**src/rtl/font_pkg.sv**
```systemverilog
// Shared font ROM geometry, glyph codes and glyph address helper
// used by the text renderers and the font ROM arbiter.
package font_pkg;

   localparam int FONT_ADDR_W = 11;
   localparam int FONT_DATA_W = 8;
   localparam int GLYPH_ROWS  = 16;

   localparam logic [7:0] CH_HEART   = 8'h03;
   localparam logic [7:0] CH_DIAMOND = 8'h04;
   localparam logic [7:0] CH_CLUB    = 8'h05;
   localparam logic [7:0] CH_SPADE   = 8'h06;
   localparam logic [7:0] CH_ACE     = 8'h41;

   // 128 glyphs of 16 rows fill the ROM, so the code MSB falls off the top.
   function automatic logic [FONT_ADDR_W-1:0] glyph_addr(input logic [7:0] code,
                                                         input logic [3:0] row);
      return FONT_ADDR_W'({code, row});
   endfunction

endpackage

```
**src/rtl/rr_arbiter.sv**
```systemverilog
// Combinational round-robin arbiter: grants the first set request at or
// after ptr, wrapping modulo N; returns a one-hot grant and its index.
module rr_arbiter #(
   parameter int N = 4
) (
   input  logic [N-1:0]         req,
   input  logic [$clog2(N)-1:0] ptr,
   output logic [N-1:0]         gnt,
   output logic [$clog2(N)-1:0] idx
);

   localparam int IDX_W = $clog2(N);

   always_comb begin : scan
      logic             found;
      logic [IDX_W:0]   sum;
      logic [IDX_W-1:0] cand;
      // NOTE: every output and scratch variable gets a default first so no latch is inferred.
      gnt   = '0;
      idx   = '0;
      found = 1'b0;
      sum   = '0;
      cand  = '0;
      for (int k = 0; k < N; k++) begin
         // ptr + k < 2N, so one extra bit and one conditional subtract wrap it for any N.
         sum = {1'b0, ptr} + (IDX_W+1)'(k);
         if (sum >= (IDX_W+1)'(N)) begin
            sum = sum - (IDX_W+1)'(N);
         end
         cand = sum[IDX_W-1:0];
         if (!found && req[cand]) begin
            found     = 1'b1;
            gnt[cand] = 1'b1;
            idx       = cand;
         end
      end
   end

endmodule

```
**src/rtl/font_rom_arbiter.sv**
```systemverilog
// Round-robin sharing of the single synchronous font ROM between NUM_REQ
// text renderers, with a tag pipeline routing each glyph row back to its requester.
module font_rom_arbiter
   import font_pkg::*;
#(
   parameter int NUM_REQ = 4,
   parameter int ADDR_W  = FONT_ADDR_W,
   parameter int DATA_W  = FONT_DATA_W,
   parameter int ROM_LAT = 1
) (
   input  logic                      clk,
   input  logic                      reset,
   input  logic                      line_start,
   input  logic [NUM_REQ-1:0]        req_valid,
   input  logic [NUM_REQ*ADDR_W-1:0] req_addr,
   output logic [NUM_REQ-1:0]        req_gnt,
   output logic [ADDR_W-1:0]         rom_addr,
   input  logic [DATA_W-1:0]         rom_data,
   output logic [NUM_REQ-1:0]        rsp_valid,
   output logic [DATA_W-1:0]         rsp_data
);

   localparam int IDX_W = $clog2(NUM_REQ);

   typedef struct packed {
      logic             valid;
      logic [IDX_W-1:0] idx;
   } tag_t;

   logic [IDX_W-1:0]   ptr;
   logic [IDX_W-1:0]   ptr_next;
   logic [IDX_W-1:0]   arb_idx;
   logic [NUM_REQ-1:0] arb_gnt;
   logic               grant;
   logic [ADDR_W-1:0]  grant_addr;
   tag_t               tag_q [0:ROM_LAT];

   rr_arbiter #(
      .N (NUM_REQ)
   ) u_rr_arbiter (
      .req (req_valid),
      .ptr (ptr),
      .gnt (arb_gnt),
      .idx (arb_idx)
   );

   assign req_gnt    = reset ? '0 : arb_gnt;
   assign grant      = |req_gnt;
   assign grant_addr = req_addr[int'(arb_idx)*ADDR_W +: ADDR_W];

   // line_start rewinds after this cycle's grant, which already used the old ptr.
   always_comb begin
      ptr_next = ptr;
      if (line_start) begin
         ptr_next = '0;
      end else if (grant) begin
         ptr_next = (arb_idx == IDX_W'(NUM_REQ-1)) ? '0 : arb_idx + 1'b1;
      end
   end

   always_ff @(posedge clk) begin
      // NOTE: registers use non-blocking assignment so the tag shift sees pre-edge values.
      if (reset) begin
         ptr      <= '0;
         rom_addr <= '0;
         for (int k = 0; k <= ROM_LAT; k++) begin
            tag_q[k] <= '0;
         end
      end else begin
         ptr <= ptr_next;
         if (grant) begin
            rom_addr <= grant_addr;
         end
         tag_q[0] <= '{valid: grant, idx: arb_idx};
         for (int k = 1; k <= ROM_LAT; k++) begin
            tag_q[k] <= tag_q[k-1];
         end
      end
   end

   always_comb begin
      rsp_valid = '0;
      if (tag_q[ROM_LAT].valid) begin
         rsp_valid[tag_q[ROM_LAT].idx] = 1'b1;
      end
   end

   // NOTE: rsp_data is a plain wire from the ROM; only control state is reset, rsp_valid qualifies it.
   assign rsp_data = rom_data;

endmodule

```
**config.mk**
```make
export PLATFORM = sky130hd
export DESIGN_NAME = font_rom_arbiter
export DESIGN_NICKNAME = d
export VERILOG_FILES = /design/src/rtl/font_pkg.sv /design/src/rtl/rr_arbiter.sv /design/src/rtl/font_rom_arbiter.sv
export SDC_FILE = /design/constraint.sdc
export NUM_CORES = 1
export LEC_CHECK = 0
export BUFFER_PORTS_ARGS = -buffer_cell sky130_fd_sc_hd__buf_2
export CAP_MARGIN = 10
export CORE_MARGIN = 2
export CORE_UTILIZATION = 52
export DETAILED_ROUTE_END_ITERATION = 12
export GPL_TIMING_DRIVEN = 0
export HOLD_SLACK_MARGIN = 0.05
export PLACE_DENSITY = 0.87
export SKIP_LAST_GASP = 1
export SYNTH_ARGS = -nofsm -noshare
export SYNTH_HDL_FRONTEND = slang
export SYNTH_SLANG_ARGS = --single-unit
```
**constraint.sdc**
```tcl
create_clock -name clk -period 7.4 [get_ports clk]
set_clock_uncertainty 0.1 [all_clocks]
set_input_delay 0.37 -clock clk [delete_from_list [all_inputs] [get_ports clk]]
set_output_delay 0.37 -clock clk [all_outputs]
set_load 0.01 [all_outputs]
```
Word-level counts from Yosys, hierarchy flattened
Memory sizes are Yosys's and may differ from the RTL's.
Index checks and enable logic that the tools add are counted.
W data, S select, Z words.
{"block": "word_totals", "register_bits": 13, "ram_bits": 6, "in_bits": 59, "out_inout_bits": 27, "wordCells": 87, "mem_count": 1}
{"name": "tag_q", "depth": 2, "word_bits": 3, "read_ports": 2, "rd_ports_with_merged_regs": 0, "write_ports": 2, "line": "font_rom_arbiter.sv:36", "rtl": "tag_t tag_q [0:ROM_LAT];"}
{"block": "classes", "n_addsub": 8, "multipliers": 1, "order_cmp": 14, "eq_ne": 1, "n_shift": 1, "mux": 41, "bitwise_logic": 5, "reduce_logical": 13}
{"operator": "$shiftx A44 B7 Y11", "n": 1}
{"operator": "$mux W4", "n": 6}
{"operator": "$mux W2", "n": 9}
{"operator": "$lt A2 B3 Y1 const B", "n": 5}
{"operator": "$mux W1", "n": 15}
{"operator": "$or A4 B4 Y4", "n": 3}
{"operator": "$demux W1 S2", "n": 5}
{"operator": "$ge A2 B1 Y1 const B", "n": 5}
{"operator": "$ge A3 B3 Y1 const B", "n": 3}
{"operator": "$bmux W1 S2", "n": 4}
{"operator": "$logic_and A1 B1 Y1", "n": 8}
{"operator": "$sub A2 B1 Y2 const B", "n": 4}
{"operator": "$add A2 B2 Y3 const B", "n": 2}
{"operator": "$mul A2 B4 Y6 const B", "n": 1}
{"operator": "$mux W3", "n": 2}
{"operator": "$reduce_or A4 Y1", "n": 1}
{"operator": "$add A2 B1 Y3 const B", "n": 1}
{"operator": "$ge A2 B3 Y1 const B", "n": 1}
{"operator": "$logic_not A1 Y1", "n": 3}
{"operator": "$add A2 B1 Y2 const B", "n": 1}
{"operator": "$eq A2 B2 Y1 const B", "n": 1}
{"operator": "$or A1 B1 Y1", "n": 2}
{"operator": "$reduce_or A2 Y1", "n": 1}

Depth between registers and ports, before layout
Gate-level depths: netlist of the first run.
{"block": "logic_depth", "ltp_word": 17, "mapped_depth": 15, "mapped_depth_nobuf": 9}

By module
From an unflattened synthesis of the first run, not the netlist that was laid out.
{"block": "unflattened", "hier_cells": 145, "hier_area_um2": 1493.9}
{"module": "font_rom_arbiter", "instances": 1, "cells_each": 80, "area_per_inst_um2": 1004.7, "seq_area_each_um2": 380.4}
{"module": "rr_arbiter", "instances": 1, "cells_each": 65, "area_per_inst_um2": 489.2, "seq_area_each_um2": 0.0}

Worst setup path before layout of the first run
Ideal clock, no wire load.
{"block": "synth_path", "kind": "register to register", "from": "register ptr[0]", "to": "register rom_addr[8]", "setup_time_ps": 114, "arrival_time_ps": 3106, "required_time_ps": 7186, "path_slack_ps": 4080, "stages_incl_launch_ff": 13, "n_path_buf": 3, "period_less_slack_ps": 3320, "cell_sequence": "dfxtp_1 -> buf_6 -> clkbuf_1 -> inv_1 -> clkbuf_1 -> ha_1 -> mux4_2 -> nor4b_4 -> inv_2 -> a22oi_4 -> o21ai_0 -> o32ai_1 -> a2bb2o_4"}
{"block": "synth_between", "elab_chain_len": 16, "word_cells_on_any_way": 67, "cone_classes": "7 x add/sub; 1 x mul; 12 x order compare; 1 x shift; 32 x mux; 3 x bitwise; 11 x reduce/logical"}
{"element": "start: declaration", "line": "font_rom_arbiter.sv:30", "rtl": "logic [IDX_W-1:0] ptr;"}
{"element": "start signal: assignment", "line": "font_rom_arbiter.sv:70", "rtl": "ptr <= ptr_next;"}
{"element": "branches (longest 16 deep; another with $add A2 B1 Y3)"}
{"element": "end signal: assignment", "line": "font_rom_arbiter.sv:72", "rtl": "rom_addr <= grant_addr;"}
{"element": "end: declaration", "line": "font_rom_arbiter.sv:17", "rtl": "output logic [ADDR_W-1:0] rom_addr,"}
Parallel ways; which one is timed is not known. The select of a mux whose other input is x is not followed.
A chain may end at the register's enable or synchronous reset.

Final worst setup path of the first run
{"block": "layout_path", "from": "register ptr[0]", "to": "register rom_addr[5]"}
Same word-level chain as after synthesis.

==> run_results.csv, run 1 <==
group,metric,value,unit
run_status,status,"finished clean",
final_layout,fillers,333,
clock_tree,postCtsResizedCells,0,
sta,slew_headroom,52.3,%
global_routing,gr-total-overflow,0,
logic_synthesis,syn_area,1960,sq um
global_routing,gr-usage-all-layers,25.4,%
pwr,swShare,48.4,%
routing,drt_pass1_iterations,5,
sta,rsz0062_at_grt,"no",
logic_synthesis,synth_adder_area_share,5.11,%
die,row_count,22,
pwr,p_int,0.000548,W
logic_synthesis,synth_ff_type,"dfxtp_1",
logic_synthesis,synth_edf_count,0,
final_layout,final_common_cell,"buf_2",
worst_setup_path,crit_arrival,4110,ps
clock_tree,post_cts_buffers,0,
clock_tree,numCtsBuffers,3,
worst_setup_path,crit_top_cell,"clkbuf_1",
logic_synthesis,synth_top_family_by_area,"compound AO/OA/AOI/OAI gates",
final_layout,seq_area,380,sq um
die,start_util,53.9,%
routing,drtAntennaViolNets,0,
global_routing,grt_pass1_vias,1935,
pwr,finalPower,0.00106,W
clock_tree,cts_root_buf,"clkbuf_8",
logic_synthesis,synth.avg_cell_area,8.26,sq um
routing,routed_via_density,5.67,
pwr,clkPwrFrac,6.6,%
logic_synthesis,synth_xor_area_share,0.447,%
logic_synthesis,ys_warn_count,0,
pwr,switchingPower,0.000513,W
pwr,combPwrFrac,77.6,%
routing,avgRoutedWirePerCell,14.3,microns
logic_synthesis,syn-num-nets,304,
die,die_h,65.4,microns
global_routing,grt_pass1_wl,8.68,mm
logic_synthesis,yosys-mux-area-fraction,13.9,%
hold_path,hp-class,"in2reg",
worst_setup_path,start_kind,"flip-flop",
clock_tree,cts_tree,"built",
pwr,power_leakage,1.17,nW
global_routing,grt.busiest_layer,"met2",
clock_tree,clock_sinks,19,
sta,report.final.slew_viol_count,0,
worst_setup_path,cp.required,7430,ps
pwr,max-vdd-ir-drop,0.257,mV
sta,setup_viol,0,
worst_setup_path,slowest_stage,"ha_1",
routing,routed-via-count,2069,
worst_setup_path,critPathKind,"reg2reg",
global_routing,use_met2,46.3,%
die,die_x,65.4,microns
global_routing,met1_usage,32.0,%
logic_synthesis,synthSimpleGateAreaFrac,21.6,%
global_routing,antenna_found_initial,0,
final_layout,drive_above_1_share,35.3,%
sta,hold_violations,0,
pwr,power.density,434,nW/um^2
placed_design,io_buffers,76,
logic_synthesis,synth_cell_type_count,47,
placed_design,gp_congestion,0.953,
die,die_area,4270,sq um
logic_synthesis,yosysSeqAreaShare,19.4,%
global_routing,grt_max_degree,14,
placed_design,place_hpwl,4.11,mm
routing,drt_iter0_markers,154,
clock_tree,htree_num_levels,1,
flow_run,drv_cap,0,
final_layout,finalNetCount,385,
die,boundaryPins,86,
worst_setup_path,worstPathMaxFanout,13,
final_layout,antenna_cells,0,
routing,drc,0,
worst_setup_path,path_cells,"buf_6, clkbuf_1, inv_1, clkbuf_1, ha_1, mux4_2, nor4b_4, inv_2, a22oi_4, clkbuf_2, o21ai_0, o32ai_1, o2bb2ai_1",
clock_tree,cts_hold_buffers,0,
worst_setup_path,cpPeakStageDelay,500,ps
final_layout,multi_input_area,1340,sq um
logic_synthesis,syn_inst,237,
sta,finalCritPeriodShare,55.2,%
logic_synthesis,async_flop_share,0,%
logic_synthesis,synth-compound-area-share,27.6,%
logic_synthesis,ys_seq_elements,19,
clock_tree,clock_latency,260,ps
sta,min_period,4080,ps
clock_tree,clk_pin_slew,70,ps
sta,tns,0,ps
clock_tree,cts_buffer_depth,2,
worst_setup_path,endpoint_kind,"flip-flop",
pwr,power_frac_seq,15.9,%
global_routing,use_met3,2.23,%
final_layout,areaGrowthSynthToFinish,24.9,%
sta,tightest_slew,713,ps
routing,totalWireLength,5.24,mm
sta,fmax,245,MHz
final_layout,final_cell_mix,"buf_2 (79), o21ai_0 (23), dfxtp_1 (19)",
die,core,3630,sq um
==> synthesized netlist by cell type (6+ instances only) <==
library cell	count	share of area [%]
and3_1	11	3.5
buf_4	9	3.5
a21oi_1	6	1.5
ha_1	8	5.1
a22oi_1	11	4.2
nor2_1	16	3.1
o32ai_1	11	4.9
inv_1	17	3.3
mux2i_1	17	8.7
nor2b_1	6	1.9
nand2_1	18	3.5
clkbuf_1	9	1.7
dfxtp_1	19	19
o2bb2ai_1	9	4.0
o21ai_0	23	5.9
==> critical path, delay by kind of cell, from the launching register on <==
kind                       cells  cell delay (ps)
buffers and inverters          6             1310
AOI/OAI and AO/OA              4              680
adders and majority gates      1              500
muxes                          1              480
DFF                            1              440
and+or+nand+nor                1              440
==> sequential cells by signal, indices dropped and copies added, names as in the netlist <==
| signal | cells |
|---|---|
| tag_q | 6 |
| rom_addr | 11 |
| ptr | 2 |
==> power by group through the flow <==
stage | logic [W] | clock network, W | registers, W
2_1_floorplan | 0.000623 | 0 | 0.000177
3_3_place_gp | 0.000795 | 0 | 0.000168
3_5_place_dp | 0.000817 | 0 | 0.000170
4_1_cts | 0.000821 | 0.0000715 | 0.000168
5_1_grt | 0.000897 | 0.0000753 | 0.000173
6_report | 0.000822 | 0.0000698 | 0.000168
==> cell families (layout without fill, tap and decap cells) <==
| group | Yosys count | after routing |
|---|---|---|
| flip-flops | 19 | 19 |
| adder cells (fa/ha/maj) | 8 | 8 |
| AO/OA/AOI/OAI | 73 | 73 |
| AND/OR/NAND/NOR | 70 | 70 |
| multiplexers | 22 | 22 |
| buffers and inverters | 44 | 124 |
| XOR/XNOR | 1 | 1 |
==> cell type report <==
type / instances / area share, %
well taps: 48 / 2.46
repair buffers: 76 / 15.6
flip-flops and latches: 19 / 15.6
inverters: 18 / 2.76
multi-input cells: 174 / 55.0
clock buffers: 3 / 1.69
plain buffers: 26 / 6.81
clock inverters: 1 / 0.205
==> path summary, 6_finish.rpt <==
check,start,end,slack [ps],cells after the start
setup / recovery,ptr[0]$_SDFFE_PP0P_,rom_addr[5]$_SDFFE_PP0P_,3320,13
hold / removal,line_start,ptr[0]$_SDFFE_PP0P_,190,2
setup reg to reg,ptr[0]$_SDFFE_PP0P_,rom_addr[5]$_SDFFE_PP0P_,3320,13
hold reg to reg,tag_q[0][2]$_SDFF_PP0_,tag_q[0][5]$_SDFF_PP0_,340,1
==> per-layer routing <==
layer | vias to the layer above | wire (microns)
li1 | 1018 | -
met2 | 91 | 2630
met4 | 0 | 78
met5 | - | 0
met1 | 952 | 2180
met3 | 8 | 352
==> per-stage QoR <==
step                      util [%]  instances  instance area, sq um  hold slack, ps  worst slack (ps)
final                         67.3        365                  2440             186              3320
after floorplan                  -        237                  1960             314              4080
after detailed placement      66.0        361                  2400             332              3390
after CTS                     67.3        365                  2440             189              3370
after global routing          67.3        365                  2440             193              3090
after global placement        66.0        361                  2400             325              3470
(Power assumes the default switching activity.)
==> run 2: changes to the inputs <==
--- a/config.mk
+++ b/config.mk
@@ -8,11 +8,11 @@
 export BUFFER_PORTS_ARGS = -buffer_cell sky130_fd_sc_hd__buf_2
 export CAP_MARGIN = 10
 export CORE_MARGIN = 2
-export CORE_UTILIZATION = 52
+export CORE_UTILIZATION = 48
 export DETAILED_ROUTE_END_ITERATION = 12
 export GPL_TIMING_DRIVEN = 0
 export HOLD_SLACK_MARGIN = 0.05
-export PLACE_DENSITY = 0.87
+export PLACE_DENSITY = 0.81
 export SKIP_LAST_GASP = 1
 export SYNTH_ARGS = -nofsm -noshare
 export SYNTH_HDL_FRONTEND = slang
==> constraint.sdc (replaced) <==
create_clock -name clk -period 4 [get_ports clk]
set_clock_uncertainty 0.1 [all_clocks]
set_input_delay 0.2 -clock clk [delete_from_list [all_inputs] [get_ports clk]]
set_output_delay 0.2 -clock clk [all_outputs]
set_load 0.01 [all_outputs]
==> run 2 against run 1 <==
Compared with the run above: sequential power up 84%; clock power grew 91%; critical endpoint is now rom_addr[6]$_SDFFE_PP0P_; critical path type unchanged; combinational power up 92%; sequential share of layout area down 0.36 points; flip-flop and latch count stayed put; cell count increased by 2.2%; maximum frequency grew 7.9%.
==> run_results.csv, run 2 (synthesized netlist as in run 1, its figures left out) <==
group,metric,value,unit
global_routing,grt_pass1_wl,8.30,mm
sta,tightest_slew,709,ps
final_layout,antenna_cells,0,
final_layout,reg_top3,"rom_addr x11, tag_q x6, ptr x2",
global_routing,grt_max_degree,14,
routing,routed_via_density,5.62,
global_routing,met1_usage,31.6,%
routing,drc,0,
clock_tree,clk_pin_slew,70,ps
global_routing,antenna_found_initial,0,
placed_design,dp_cells,363,
routing,avgRoutedWirePerCell,14.4,microns
final_layout,largest_reg_flops,11,
run_status,status,"finished clean",
sta,finalCritPeriodShare,94.6,%
final_layout,instances_no_fill,373,
final_layout,final_common_cell,"buf_2",
hold_path,hp-class,"in2reg",
routing,routed-via-count,2095,
worst_setup_path,worstPathMaxFanout,13,
placed_design,place_hpwl,3.97,mm
die,boundaryPins,86,
die,core,3970,sq um
final_layout,areaGrowthSynthToFinish,27.8,%
sta,setup_ws,217,ps
global_routing,grt.busiest_layer,"met2",
global_routing,grt_pass1_vias,1818,
pwr,power.density,807,nW/um^2
pwr,max-vdd-ir-drop,0.514,mV
clock_tree,htree_num_levels,1,
worst_setup_path,endpoint_kind,"flip-flop",
die,row_count,23,
clock_tree,cts_root_buf,"clkbuf_8",
routing,drt_pass1_iterations,5,
placed_design,gp_congestion,0.859,
global_routing,use_met2,39.6,%
sta,hold_violations,0,
flow_run,drv_cap,0,
clock_tree,cts_tree,"built",
die,start_util,49.3,%
die,die_area,4610,sq um
final_layout,finalNetCount,391,
die,die_h,67.9,microns
final_layout,fillers,353,
sta,rsz0062_at_grt,"no",
clock_tree,numCtsBuffers,3,
worst_setup_path,start_kind,"flip-flop",
clock_tree,clock_latency,260,ps
pwr,power_leakage,1.21,nW
final_layout,final_cell_mix,"buf_2 (78), o21ai_0 (23), dfxtp_1 (19)",
global_routing,use_met3,1.64,%
final_layout,largest_register,"rom_addr",
sta,fmax,264,MHz
placed_design,io_buffers,76,
final_layout,final_util,63.0,%
routing,drt_iter0_markers,140,
worst_setup_path,cp.required,4040,ps
clock_tree,cts_buffer_depth,2,
global_routing,gr-total-overflow,0,
sta,setup_viol,0,
worst_setup_path,critPathKind,"reg2reg",
clock_tree,clock_sinks,19,
die,die_x,67.9,microns
routing,drtAntennaViolNets,0,
worst_setup_path,crit_arrival,3820,ps
sta,slew_headroom,52.6,%
placed_design,pre_cts_slack,-72.3,ps
routing,totalWireLength,5.38,mm
sta,min_period,3780,ps
final_layout,drive_above_1_share,37.2,%
global_routing,gr-usage-all-layers,23.0,%
sta,report.final.slew_viol_count,0,
sta,tns,0,ps
[run 2: cell count changes in the layout (fill, tap and decap cells not counted), sizes merged]
cell and delta:
clkbuf +1, buf +4, dlygate4sd3 +1
[run 2: final cells by class]
type	instances	area, sq um	area share (%)
Inverter	18	67.6	2.70
Sequential cell	19	380	15.2
Buffer	26	171	6.85
Timing Repair Buffer	82	428	17.1
Clock buffer	3	41.3	1.65
Clock inverter	1	5.00	0.200
Tap cell	50	62.6	2.50
Multi-Input combinational cell	174	1350	53.8
[run 2: repair_timing]
item	in CTS	in global routing
gates resized for setup	1	4
buffers inserted	0	5
cloned	0	0
pin swaps	0	1
hold endpoints to repair	2	0
setup endpoints to repair	9	13
hold buffers	1	0
[run 2: routing by layer]
metal  vias to the layer above  share of wire (%)
li1                       1034                  -
met1                       954                 44
met2                       100                 48
met3                         7                6.3
met4                         0                1.1
met5                         -                  0
[run 2: final timing paths]
| kind | startpoint | to | slack [ps] | cells after the start |
|---|---|---|---|---|
| worst max-delay path | ptr[0]$_SDFFE_PP0P_ | rom_addr[6]$_SDFFE_PP0P_ | 220 | 13 |
| worst min-delay path | reset | tag_q[0][5]$_SDFF_PP0_ | 120 | 2 |
| worst max register to register | ptr[0]$_SDFFE_PP0P_ | rom_addr[6]$_SDFFE_PP0P_ | 220 | 13 |
| worst min register to register | tag_q[0][1]$_SDFF_PP0_ | tag_q[0][4]$_SDFF_PP0_ | 340 | 1 |
[run 2: worst max-delay path, cell delays in order (launching register included)]
cell	delay [ps]
dfxtp_1	430
buf_6	170
clkbuf_2	230
inv_1	110
clkbuf_2	260
ha_2	450
mux4_2	420
nor4b_4	420
inv_2	90
a22oi_4	270
clkbuf_2	270
o21ai_0	120
o32ai_1	190
o2bb2ai_1	120
[run 2: power by group]
part           internal (W)  switching [W]  total (W)
clock network     0.0000693      0.0000637   0.000133
logic              0.000712       0.000865    0.00158
registers          0.000268      0.0000411   0.000309
total               0.00105       0.000970    0.00202
[run 2: per-stage QoR]
stage                     hold slack, ps  area (sq um)  power [W]
after global routing                 138          2500    0.00217
after CTS                            120          2460    0.00196
final                                119          2500    0.00202
after floorplan                      172          1960    0.00148
after global placement               290          2400    0.00179
after detailed placement             282          2400    0.00182
